$ cat config.mk
export PLATFORM = sky130hd
export DESIGN_NAME = eda_regional_max_scan
export DESIGN_NICKNAME = d
export VERILOG_FILES = /design/src/rtl/eda_regional_max_scan.sv
export SDC_FILE = /design/constraint.sdc
export NUM_CORES = 1
export LEC_CHECK = 0
export CAP_MARGIN = 30
export CORE_MARGIN = 10
export CORE_UTILIZATION = 62
export CTS_CLUSTER_SIZE = 40
export DETAILED_ROUTE_END_ITERATION = 10
export GPL_TIMING_DRIVEN = 1
export PLACE_DENSITY = 0.83
export SETUP_SLACK_MARGIN = 0.1
export SLEW_MARGIN = 20
export SYNTH_ARGS = -nofsm -noshare
export SYNTH_HDL_FRONTEND = slang
export SYNTH_SLANG_ARGS = --single-unit
$ cat constraint.sdc
create_clock -name clk -period 4.6 [get_ports clk]
set_input_delay 1.38 -clock clk [delete_from_list [all_inputs] [get_ports clk]]
set_output_delay 1.38 -clock clk [all_outputs]
set_load 0.01 [all_outputs]
$ cat src/rtl/eda_regional_max_scan.sv
// eda_regional_max_scan: scans an M x N image held in a single-port RAM and streams a
// local-maximum mask bit per pixel (4- or 8-connected) over valid/ready.
module eda_regional_max_scan #(
    parameter int M = 6,
    parameter int N = 6,
    parameter int PIXEL_WIDTH = 8,
    parameter int CONN = 8,
    parameter int ADDR_WIDTH = (M * N > 1) ? $clog2(M * N) : 1
) (
    input  logic                   clk,
    input  logic                   reset_n,
    input  logic                   clear,
    input  logic                   write_en,
    input  logic [ADDR_WIDTH-1:0]  wr_addr,
    input  logic [PIXEL_WIDTH-1:0] pixel_in,
    input  logic                   start,
    input  logic                   strict,
    output logic                   busy,
    output logic                   done,
    output logic                   mask_valid,
    input  logic                   mask_ready,
    output logic [ADDR_WIDTH-1:0]  mask_addr,
    output logic                   mask_bit
);
    localparam int PIX = M * N;
    localparam int RW = $clog2(M + 1);
    localparam int CW = $clog2(N + 1);
    localparam int KW = $clog2(CONN + 2);
    localparam logic [KW-1:0] K_LAST = KW'(CONN + 1);
    localparam logic [CW-1:0] COL_LAST = CW'(N - 1);
    localparam logic [ADDR_WIDTH-1:0] LAST = ADDR_WIDTH'(PIX - 1);
    // {di,dj} per step k, two's complement 2-bit each; entry 0 is the centre
    localparam logic [39:0] T8 = {4'b0000, 4'b0101, 4'b0100, 4'b0111, 4'b0001,
                                  4'b0011, 4'b1101, 4'b1100, 4'b1111, 4'b0000};
    localparam logic [39:0] T4 = {20'b0, 4'b0100, 4'b0001, 4'b0011, 4'b1100, 4'b0000};
    localparam logic [39:0] TAB = (CONN == 8) ? T8 : T4;

    generate
        if (CONN != 4 && CONN != 8) begin : g_bad_conn
            $error("eda_regional_max_scan: CONN must be 4 or 8");
        end
    endgenerate

    typedef enum logic [1:0] {S_IDLE, S_SCAN, S_EMIT, S_FIN} state_t;

    state_t state, state_nx;
    logic [PIXEL_WIDTH-1:0] ram [PIX];
    logic [PIXEL_WIDTH-1:0] rdata, centre;
    logic [KW-1:0] k;
    logic [RW-1:0] row;
    logic [CW-1:0] col;
    logic [ADDR_WIDTH-1:0] pix, rd_addr, ram_addr;
    logic signed [1:0] di, dj;
    logic signed [RW:0] ni;
    logic signed [CW:0] nj;
    logic strict_q, flag, nb_ok, in_img, beaten, flag_nx, kill;

    assign kill = !reset_n || clear;
    assign {di, dj} = TAB[{k, 2'b00} +: 4];
    assign ni = $signed({1'b0, row}) + (RW + 1)'(di);
    assign nj = $signed({1'b0, col}) + (CW + 1)'(dj);
    assign in_img = !ni[RW] && ni < (RW + 1)'(M) && !nj[CW] && nj < (CW + 1)'(N);
    assign rd_addr = ADDR_WIDTH'(ni[RW-1:0]) * ADDR_WIDTH'(N) + ADDR_WIDTH'(nj[CW-1:0]);
    assign ram_addr = (state == S_IDLE) ? wr_addr : rd_addr;
    // nb_ok qualifies the data returning this cycle as an in-image neighbour
    assign beaten = nb_ok && (strict_q ? rdata >= centre : rdata > centre);
    assign flag_nx = flag && !beaten;
    assign busy = state == S_SCAN || state == S_EMIT;
    assign done = state == S_FIN;
    assign mask_valid = state == S_EMIT;

    always_ff @(posedge clk) begin
        if (!kill && state == S_IDLE && write_en && {1'b0, wr_addr} < (ADDR_WIDTH + 1)'(PIX))
            ram[wr_addr] <= pixel_in;
        rdata <= ram[ram_addr];
    end

    always_comb begin
        state_nx = state;
        case (state)
            S_IDLE:  state_nx = start ? S_SCAN : S_IDLE;
            S_SCAN:  state_nx = (k == K_LAST) ? S_EMIT : S_SCAN;
            S_EMIT:  state_nx = !mask_ready ? S_EMIT : (pix == LAST) ? S_FIN : S_SCAN;
            default: state_nx = S_IDLE;
        endcase
        if (kill) state_nx = S_IDLE;
    end

    always_ff @(posedge clk) begin
        state <= state_nx;
        if (kill) begin
            k         <= '0;
            row       <= '0;
            col       <= '0;
            pix       <= '0;
            strict_q  <= 1'b0;
            flag      <= 1'b0;
            nb_ok     <= 1'b0;
            centre    <= '0;
            mask_bit  <= 1'b0;
            mask_addr <= '0;
        end else begin
            case (state)
                S_IDLE: if (start) begin
                    strict_q <= strict;
                    k        <= '0;
                    row      <= '0;
                    col      <= '0;
                    pix      <= '0;
                end
                S_SCAN: begin
                    k     <= (k == K_LAST) ? '0 : k + 1'b1;
                    nb_ok <= k != '0 && in_img;
                    flag  <= (k == '0) ? 1'b1 : flag_nx;
                    if (k == KW'(1)) centre <= rdata;
                    if (k == K_LAST) begin
                        mask_bit  <= flag_nx;
                        mask_addr <= pix;
                    end
                end
                S_EMIT: if (mask_ready && pix != LAST) begin
                    pix <= pix + 1'b1;
                    col <= (col == COL_LAST) ? '0 : col + 1'b1;
                    row <= (col == COL_LAST) ? row + 1'b1 : row;
                end
                default: ;
            endcase
        end
    end
endmodule

==> flow_summary.json <==
{
  "p_leak_nw": 5.587,
  "fin_crit_ns": 4.405,
  "min_path_cells": 2,
  "rsz0062_at_grt": "true",
  "hold_buffers": 0,
  "n_antenna_cell": 0,
  "drtPass1Iterations": 8,
  "multiInputGateArea_mm2": 0.005493,
  "fin_nets": 1430,
  "yosysTopAreaCell": "edfxtp_1",
  "htree_levels": 2,
  "start_util_pct": 63.56,
  "fin_skew_ns": 0.01959,
  "synth.most_common_cell": "edfxtp_1",
  "min-delay-start": "strict_q$_SDFFE_PP0P_",
  "die_h_um": 178.4,
  "fp.dieW_um": 178.4,
  "relSlewSlack_pct": 29.47,
  "area_growth_pct": 11.16,
  "cp.arrival_ns": 4.83,
  "grt_pass1_vias": 11680,
  "wl_per_cell_um": 25.63,
  "path_max_fanout": 27,
  "grt.total_usage_pct": 27.36,
  "fin_util_pct": 70.65,
  "drt-initial-drc-count": 1923,
  "route.detailed.drc": 0,
  "die_area_mm2": 0.03181,
  "synth-edff-count": 288,
  "reg2reg_from": "k[3]$_SDFFE_PP0P_",
  "placed_area_mm2": 0.01621,
  "fin_cells": 1731,
  "setup_viol": 0,
  "worstRegToRegCells": 18,
  "cts_made_buffers": 35,
  "synthArstFlopShare_pct": 0,
  "maxCapViolCount": 0,
  "syn_inst": 1364,
  "drive_gt1_share_pct": 9.097,
  "viasPerCell": 7.066,
  "synth_area_mm2": 0.01555,
  "ys_ff_latch": 332,
  "crit_type": "reg2reg",
  "setup_tns_ns": 0,
  "synth_seq_area_share_pct": 61.29,
  "gp_congestion": 0.9046,
  "numPortBuffers": 30,
  "dp_hpwl_um": 27620,
  "syn-num-nets": 1412,
  "num_rows": 57,
  "finalMaxSlewViolations": 0,
  "rrSetupSlack_ns": 0.19,
  "cts_sinks": 332,
  "antenna_left": 0,
  "fin_crit_sh_pct": 95.76,
  "pwr_density_cell_mw_per_mm2": 380.5,
  "worst_hold_slack_ns": 0.4785,
  "dr_total_vias": 12230,
  "post-place-ws_ns": 0.05912,
  "placed_cells": 1668,
  "endpoint_kind": "register",
  "grt_pass1_wl_um": 66500,
  "routed_wl_um": 44370,
  "grt_max_degree": 74,
  "hold_path_class": "reg2reg",
  "ys_types": 71,
  "worstReg2RegEnd": "rdata[2]$_DFF_P_",
  "start_kind": "register",
  "fillers": 1626,
  "gr-total-overflow": 0,
  "synth.avg_cell_area_um2": 11.40,
  "synthTopCellsByArea": "edfxtp_1 56%, o21ai_0 6.4%, dfxtp_1 5.7%",
  "vdd_drop_max_mv": 0.4030,
  "path_clk_slew_ns": 0.06,
  "yosys.area.top_type_share_pct": 55.63,
  "synth_top_flop_cell": "edfxtp_1",
  "yosys_warnings": 0,
  "crit_required_ns": 5.03,
  "hold_viol": 0,
  "ys_top_cells_by_count": "288 x edfxtp_1, 210 x nor2_1, 198 x o21ai_0",
  "holdPathEnd": "strict_q$_SDFFE_PP0P_",
  "status": "finished clean",
  "finalInstanceArea_mm2": 0.01728,
  "cts_buffer_depth": 3,
  "cts-root-buf": "clkbuf_16",
  "clock_latency_ns": 0.54,
  "total_power_mw": 6.575,
  "layout_setup_ws_ns": 0.1950,
  "antenna_found_initial": 0,
  "ios": 31,
  "register_area_mm2": 0.009532,
  "worst_pin_slew_ns": 1.054,
  "coreArea_mm2": 0.02446,
  "max_freq_ghz": 0.2270,
  "tritoncts": "yes"
}
==> worst max-delay path: stages, from the launching register on <==
cell and delay [ns]:
dfxtp_1 0.31, buf_4 0.18, inv_1 0.07, nand2_1 0.07, o21a_1 0.11, o22ai_1 0.17, ha_2 0.23, inv_1 0.05
fa_1 0.49, inv_1 0.05, ha_1 0.49, buf_12 0.23, or2_1 0.36, o22ai_1 0.18, or3_1 0.34, a32o_1 0.27
o211ai_1 0.38, a21oi_1 0.13, a21o_1 0.18
==> routing by layer <==
metal / up-vias / track usage (%) / part of all wire, %
li1: 5207 / - / -
met1: 5760 / 34.30 / 35
met2: 1038 / 42.48 / 46
met3: 227 / 7.146 / 13
met4: 0 / 15.54 / 5.8
met5: - / 0 / 0
==> report_power, final <==
part,switching (mW),total (mW),internal (mW)
combinational,0.439,0.650,0.211
clock,1.14,2.62,1.48
sequential,0.0200,3.30,3.28
total,1.60,6.58,4.97
==> cell usage in the layout, fill, tap and decap left out, drive strengths merged, types with 8 or more instances in the layout <==
cell / instances
edfxtp: 288
o21ai: 215
nor2: 212
nor3: 56
a21oi: 52
buf: 51
clkbuf: 49
dfxtp: 44
nand2: 38
inv: 30
o211ai: 26
o22ai: 26
clkdlybuf4s50: 26
nor2b: 26
ha: 24
nand3: 21
mux2i: 19
a31oi: 18
o221ai: 15
a311o: 14
or3: 12
o31ai: 12
clkinv: 10
and2: 9
mux4: 8
nand2b: 8
a21o: 8
xor2: 8
==> kinds of logic after synthesis <==
family                   Yosys count  share of synthesized area [%]
XOR/XNOR                          15                          1.022
AO/OA/AOI/OAI                    436                          17.36
flip-flops                       332                          61.29
multiplexers                      28                          2.696
AND/OR/NAND/NOR                  401                          11.75
buffers and inverters            125                          3.565
adder cells (fa/ha/maj)           27                          2.318
==> what timing repair did <==
item | 4_1_cts | 5_1_grt
endpoints found under the setup margin | 6 | 8
gates resized for setup | 2 | 4
buffers inserted | 0 | 1
pin swaps | 0 | 1
==> registers in the layout, summed over array words and instances, names as in the netlist <==
signal / count
ram: 288
centre: 8
rdata: 8
mask_addr: 6
pix: 6
k: 4
col: 3
row: 3
state: 2
flag: 1
mask_bit: 1
nb_ok: 1
strict_q: 1
==> layout make-up <==
type / instances / area share, %
clock buffers: 49 / 5.611
inverters: 29 / 0.6298
repair buffers: 77 / 4.025
flip-flops and latches: 332 / 55.15
clock inverters: 13 / 0.4561
well taps: 324 / 2.346
multi-input cells: 907 / 31.78
==> worst max-delay path by stage <==
stage	cells after the start	slack (ns)	end	start
6_report	18	0.19	rdata[2]$_DFF_P_	k[3]$_SDFFE_PP0P_
5_1_grt	16	0.1	rdata[5]$_DFF_P_	k[0]$_SDFFE_PP0P_
4_1_cts	16	0.17	rdata[1]$_DFF_P_	k[0]$_SDFFE_PP0P_
3_5_place_dp	17	0.06	rdata[5]$_DFF_P_	k[0]$_SDFFE_PP0P_
3_3_place_gp	16	0.17	rdata[7]$_DFF_P_	k[0]$_SDFFE_PP0P_
2_1_floorplan	20	0.47	rdata[5]$_DFF_P_	k[0]$_SDFFE_PP0P_
Power figures use the tool's default switching activity.
